===== src/rtl/stepper_pkg.sv =====
// Shared definitions for the unipolar stepper sequencer: state codes, phase table
// and phase-index stepping.
package stepper_pkg;

  localparam logic [1:0] ST_IDLE   = 2'd0;
  localparam logic [1:0] ST_RUN    = 2'd1;
  localparam logic [1:0] ST_SETTLE = 2'd2;
  localparam logic [1:0] ST_DONE   = 2'd3;

  // Coil patterns {A,B,A',B'}; index 0 in the low nibble, index 7 in the high nibble.
  localparam logic [31:0] PHASE_TBL = {4'b1001, 4'b0001, 4'b0011, 4'b0010,
                                       4'b0110, 4'b0100, 4'b1100, 4'b1000};

  function automatic logic [3:0] phase_of(input logic [2:0] idx);
    return PHASE_TBL[{idx, 2'b00} +: 4];
  endfunction

  // Full steps from an even index take a single move so they land on a two-coil entry.
  function automatic logic [2:0] next_idx(input logic [2:0] idx, input logic dir,
                                          input logic half);
    logic [2:0] delta;
    delta = (half || !idx[0]) ? 3'd1 : 3'd2;
    return dir ? (idx + delta) : (idx - delta);
  endfunction

endpackage


===== src/rtl/stepper_tick_gen.sv =====
// Loadable down-counter; tick_c is high while the count sits at zero.
module stepper_tick_gen #(
  parameter int unsigned W = 20
) (
  input  logic         clk,
  input  logic         rst_n,
  input  logic         load_i,
  input  logic [W-1:0] load_val_i,
  output logic         tick_c
);

  logic [W-1:0] cnt_q, cnt_d;

  always_comb begin
    cnt_d = cnt_q;
    if (load_i)            cnt_d = load_val_i;
    else if (cnt_q != '0)  cnt_d = cnt_q - W'(1);
    tick_c = (cnt_q == '0);
  end

  always_ff @(posedge clk or negedge rst_n) begin
    if (!rst_n) cnt_q <= '0;
    else        cnt_q <= cnt_d;
  end

endmodule


===== src/rtl/stepper_seq_driver.sv =====
// Move sequencer for a 4-wire unipolar stepper: N steps, direction, full/half step,
// per-move period, abort and post-move settle, with a start/done handshake.
module stepper_seq_driver #(
  parameter int unsigned STEP_PERIOD = 10000,
  parameter int unsigned PER_W       = 20,
  parameter int unsigned CNT_W       = 16,
  parameter int unsigned SETTLE_CYC  = 1000,
  parameter bit          HOLD_TORQUE = 1'b1
) (
  input  logic             clk,
  input  logic             rst_n,
  input  logic             start_i,
  input  logic             dir_i,
  input  logic             half_i,
  input  logic [CNT_W-1:0] steps_i,
  input  logic [PER_W-1:0] speed_i,
  input  logic             abort_i,
  output logic             busy_o,
  output logic             done_o,
  output logic             aborted_o,
  output logic [CNT_W-1:0] remain_o,
  output logic [3:0]       signal_o
);
  import stepper_pkg::*;

  localparam int unsigned SETTLE_LD = (SETTLE_CYC == 0) ? 0 : SETTLE_CYC - 1;

  logic [1:0]       state_q, state_d;
  logic [2:0]       idx_q, idx_d;
  logic [3:0]       sig_q, sig_d;
  logic             busy_q, busy_d, done_q, done_d, aborted_q, aborted_d;
  logic             dir_q, dir_d, half_q, half_d;
  logic [CNT_W-1:0] remain_q, remain_d;
  logic [PER_W-1:0] period_q, period_d;
  logic             tg_load;
  logic [PER_W-1:0] tg_val;
  logic             tick_c;

  stepper_tick_gen #(.W(PER_W)) u_tick (
    .clk        (clk),
    .rst_n      (rst_n),
    .load_i     (tg_load),
    .load_val_i (tg_val),
    .tick_c     (tick_c)
  );

  always_comb begin
    state_d   = state_q;
    idx_d     = idx_q;
    sig_d     = sig_q;
    aborted_d = aborted_q;
    dir_d     = dir_q;
    half_d    = half_q;
    remain_d  = remain_q;
    period_d  = period_q;
    tg_load   = 1'b0;
    tg_val    = '0;
    case (state_q)
      ST_IDLE: begin
        if (start_i) begin
          dir_d     = dir_i;
          half_d    = half_i;
          remain_d  = steps_i;
          period_d  = (speed_i == '0) ? PER_W'(STEP_PERIOD) : speed_i;
          aborted_d = 1'b0;
          if (steps_i == '0) begin
            state_d = ST_DONE;
          end else begin
            // Zero count makes the first RUN cycle a step cycle.
            state_d = ST_RUN;
            tg_load = 1'b1;
          end
        end
      end
      ST_RUN: begin
        if (abort_i) begin
          state_d   = ST_DONE;
          aborted_d = 1'b1;
        end else if (tick_c) begin
          idx_d    = next_idx(idx_q, dir_q, half_q);
          sig_d    = phase_of(idx_d);
          remain_d = remain_q - CNT_W'(1);
          tg_load  = 1'b1;
          if (remain_q == CNT_W'(1)) begin
            state_d = (SETTLE_CYC == 0) ? ST_DONE : ST_SETTLE;
            tg_val  = PER_W'(SETTLE_LD);
          end else begin
            tg_val  = period_q - PER_W'(1);
          end
        end
      end
      ST_SETTLE: begin
        if (abort_i) begin
          state_d   = ST_DONE;
          aborted_d = 1'b1;
        end else if (tick_c) begin
          state_d = ST_DONE;
        end
      end
      default: state_d = ST_IDLE;
    endcase
    busy_d = (state_d != ST_IDLE);
    done_d = (state_q == ST_DONE);
    if (!HOLD_TORQUE && state_d == ST_IDLE) sig_d = 4'b0000;
  end

  always_ff @(posedge clk or negedge rst_n) begin
    if (!rst_n) begin
      state_q   <= ST_IDLE;
      idx_q     <= 3'd0;
      sig_q     <= 4'b0000;
      busy_q    <= 1'b0;
      done_q    <= 1'b0;
      aborted_q <= 1'b0;
      dir_q     <= 1'b0;
      half_q    <= 1'b0;
      remain_q  <= '0;
      period_q  <= '0;
    end else begin
      state_q   <= state_d;
      idx_q     <= idx_d;
      sig_q     <= sig_d;
      busy_q    <= busy_d;
      done_q    <= done_d;
      aborted_q <= aborted_d;
      dir_q     <= dir_d;
      half_q    <= half_d;
      remain_q  <= remain_d;
      period_q  <= period_d;
    end
  end

  assign busy_o    = busy_q;
  assign done_o    = done_q;
  assign aborted_o = aborted_q;
  assign remain_o  = remain_q;
  assign signal_o  = sig_q;

endmodule

===== config.mk =====
export PLATFORM = sky130hd
export DESIGN_NAME = stepper_seq_driver
export DESIGN_NICKNAME = d
export VERILOG_FILES = /design/src/rtl/stepper_pkg.sv /design/src/rtl/stepper_tick_gen.sv /design/src/rtl/stepper_seq_driver.sv
export SDC_FILE = /design/constraint.sdc
export NUM_CORES = 1
export LEC_CHECK = 0
export ABC_AREA = 0
export BUFFER_PORTS_ARGS = -buffer_cell sky130_fd_sc_hd__clkbuf_2
export CAP_MARGIN = 10
export CELL_PAD_IN_SITES_DETAIL_PLACEMENT = 1
export CELL_PAD_IN_SITES_GLOBAL_PLACEMENT = 2
export CORE_MARGIN = 3
export CORE_UTILIZATION = 28
export DETAILED_ROUTE_END_ITERATION = 10
export PLACE_DENSITY_LB_ADDON = 0.1
export SKIP_CTS_REPAIR_TIMING = 1
export SLEW_MARGIN = 5
export SYNTH_ARGS = -nofsm -noshare
export SYNTH_HDL_FRONTEND = slang
export SYNTH_SLANG_ARGS = --single-unit

===== constraint.sdc =====
create_clock -name clk -period 3.95 [get_ports clk]
set_input_delay 0.79 -clock clk [delete_from_list [all_inputs] [get_ports clk]]
set_output_delay 0.79 -clock clk [all_outputs]
set_load 0.1 [all_outputs]

==> flow_summary.json <==
{
  "clockBufferDepth": 2,
  "vias": 4000,
  "postSynthAreaPerCell_um2": 8.88,
  "portBuffers": 64,
  "cts_root_buffer": "clkbuf_16",
  "power.total_mw": 4.95,
  "fill_cells": 1757,
  "crit_start": "state_q[0]",
  "routed_wl_um": 14100,
  "p_leak_nw": 2.18,
  "synthTopCellsByArea": "dfrtp_1 (40%), nand2_1 (6.9%), xnor2_1 (4.3%)",
  "finClkSkew_ns": 0.00729,
  "grt_pass1_wl_um": 23000,
  "boundaryPins": 65,
  "status": "finished clean",
  "post-route-period-util": 0.712,
  "cap_viol_max_count": 0,
  "clock-sinks": 70,
  "tritoncts": "done",
  "drt_iter0_markers": 179,
  "globalRoute.totalOverflow": 0,
  "yosys_warnings": 0,
  "yosysUniqueCellTypes": 66,
  "irDropWorstVdd_mv": 0.453,
  "synth_edf_count": 0,
  "drt_pass1_iterations": 4,
  "synth_top_area_share": 0.405,
  "post_drt_wl_per_cell_um": 18.9,
  "final_util": 0.350,
  "syn-cell-area_mm2": 0.00433,
  "async_reset_ff_frac": 1.00,
  "initial_core_util": 0.292,
  "core_area_mm2": 0.0148,
  "final_cells": 745,
  "multiInputGateArea_mm2": 0.00244,
  "hold_viol": 0,
  "grt_usage": 0.174,
  "fin_crit_ns": 2.81,
  "fmax_mhz": 356,
  "worstHoldPathType": "reg -> reg",
  "grt_pass1_vias": 4172,
  "ant_nets": 0,
  "die_w_um": 130,
  "seqCellArea_mm2": 0.00175,
  "finalInstanceArea_mm2": 0.00519,
  "drive_above_1_share": 0.193,
  "tns_ns": 0,
  "syn_inst": 487,
  "h-tree-depth": 3,
  "core.rowCount": 44,
  "dp_cells": 729,
  "diodes": 0,
  "pre_cts_slack_ns": 1.13,
  "die_h_um": 130,
  "drc": 0,
  "crit_arrival_ns": 3.04,
  "yosys.area.top_type": "dfrtp_1",
  "nets": 613,
  "clk_pin_slew_ns": 0.06,
  "pwr_density_cell_mw_per_mm2": 955,
  "grt_start_max_net_pins": 71,
  "worstMarginPinSlew_ns": 0.961,
  "antenna_found_initial": 0,
  "holdWs_ns": 0.471,
  "ys_ff_latch": 70,
  "vias_per_cell": 5.37,
  "required_ns": 4.18,
  "cp-end-kind": "flop",
  "setup_violations": 0,
  "dieArea_mm2": 0.0170,
  "maxSlewViolCount": 0,
  "rsz0062_at_grt": "false",
  "cts_buffers": 9,
  "routabilityCongestion": 0.824,
  "clk_latency_ns": 0.34,
  "slew_headroom": 0.359,
  "syn_nets": 544,
  "r2r-start": "state_q[0]",
  "fin_ws_ns": 1.14,
  "holdCritStartpoint": "signal_o[2]",
  "worstSetupPathType": "reg -> reg",
  "synth-seq-area-share": 0.405,
  "worst-path-max-fanout": 16,
  "post_dp_cell_area_mm2": 0.00488,
  "syn2layout_area_growth_pct": 19.9,
  "synthFlopType": "dfrtp_1",
  "hpwl_um": 10400,
  "cp-start-kind": "flop"
}
-- cell usage in the layout (no fill, tap or decap), types with 3 or more instances in the layout --
cell type,n
o22ai_1,14
or4_1,7
clkbuf_16,9
a311oi_1,6
clkinvlp_4,3
ha_1,14
clkbuf_2,63
a21oi_1,19
mux2i_1,4
nand4_1,8
o31ai_1,6
nor4_1,18
nand3b_1,4
o32ai_1,3
a31oi_1,5
dfrtp_1,70
nor4_2,3
nand2b_1,3
nor3_1,18
buf_4,9
nor3b_1,4
nand2_1,80
or3_1,7
nor2b_1,3
xnor2_1,21
nand3_1,6
o22a_1,5
a31o_2,3
inv_1,16
nor2_1,38
xor2_1,11
o21ai_0,35
-- where the power goes --
part	total (mW)	switching (mW)	internal [mW]
clock network	0.861	0.338	0.523
registers	1.49	0.457	1.04
logic	2.60	1.82	0.783
-- cell families (layout without fill, tap and decap cells) --
family,count (synthesis),count (layout),synth area share
AND/OR/NAND/NOR,217,217,0.267
buffers and inverters,32,106,0.0304
adder cells (fa/ha/maj),15,15,0.0451
flip-flops,70,70,0.405
XOR/XNOR,32,32,0.0648
AO/OA/AOI/OAI,117,117,0.178
multiplexers,4,4,0.00925
-- area by class of cell --
class	count	area share
Sequential cell	70	0.338
Timing Repair Buffer	73	0.0748
Clock buffer	11	0.0487
Inverter	17	0.0123
Clock inverter	5	0.0111
Tap cell	184	0.0444
Multi-Input combinational cell	385	0.471
-- worst paths after layout --
kind	endpoint	slack, ns	cells after the start
worst min-delay path	signal_o[2]	0.47	2
min in group asynchronous	signal_o[1]	0.69	2
worst max-delay path	u_tick.cnt_q[12]	1.14	6
worst min register to register	signal_o[2]	0.47	2
worst max register to register	u_tick.cnt_q[12]	1.14	6
max in group asynchronous	done_o	2.64	2
-- per-layer routing --
layer	up-vias	share of wire	GRT usage
met1	1988	0.49	0.248
li1	1935	-	-
met5	-	0	0
met4	0	0.012	0.0410
met3	10	0.038	0.0336
met2	67	0.46	0.274
-- registers in the layout, summed over array words and instances, names as in the netlist --
| name | count |
|---|---|
| half_q | 1 |
| u_tick.cnt_q | 20 |
| idx_q | 3 |
| busy_o | 1 |
| done_o | 1 |
| aborted_o | 1 |
| signal_o | 4 |
| dir_q | 1 |
| state_q | 2 |
| period_q | 20 |
| remain_o | 16 |
-- worst max-delay path, cell delays in order, from the launching register on --
cell     delay, ns
dfrtp_1       0.43
inv_1         0.15
ha_1          0.46
nand2_1       0.52
a41oi_1       0.62
a31oi_1       0.22
a31o_2        0.30
-- cells in the mapped netlist, types with 11 or more instances --
cell	n
a21oi_1	19
o22ai_1	14
o21ai_0	35
dfrtp_1	70
nor2_1	38
nor4_1	18
xor2_1	11
nand2_1	80
ha_1	14
nor3_1	18
inv_1	16
xnor2_1	21
(Power assumes the default switching activity.)
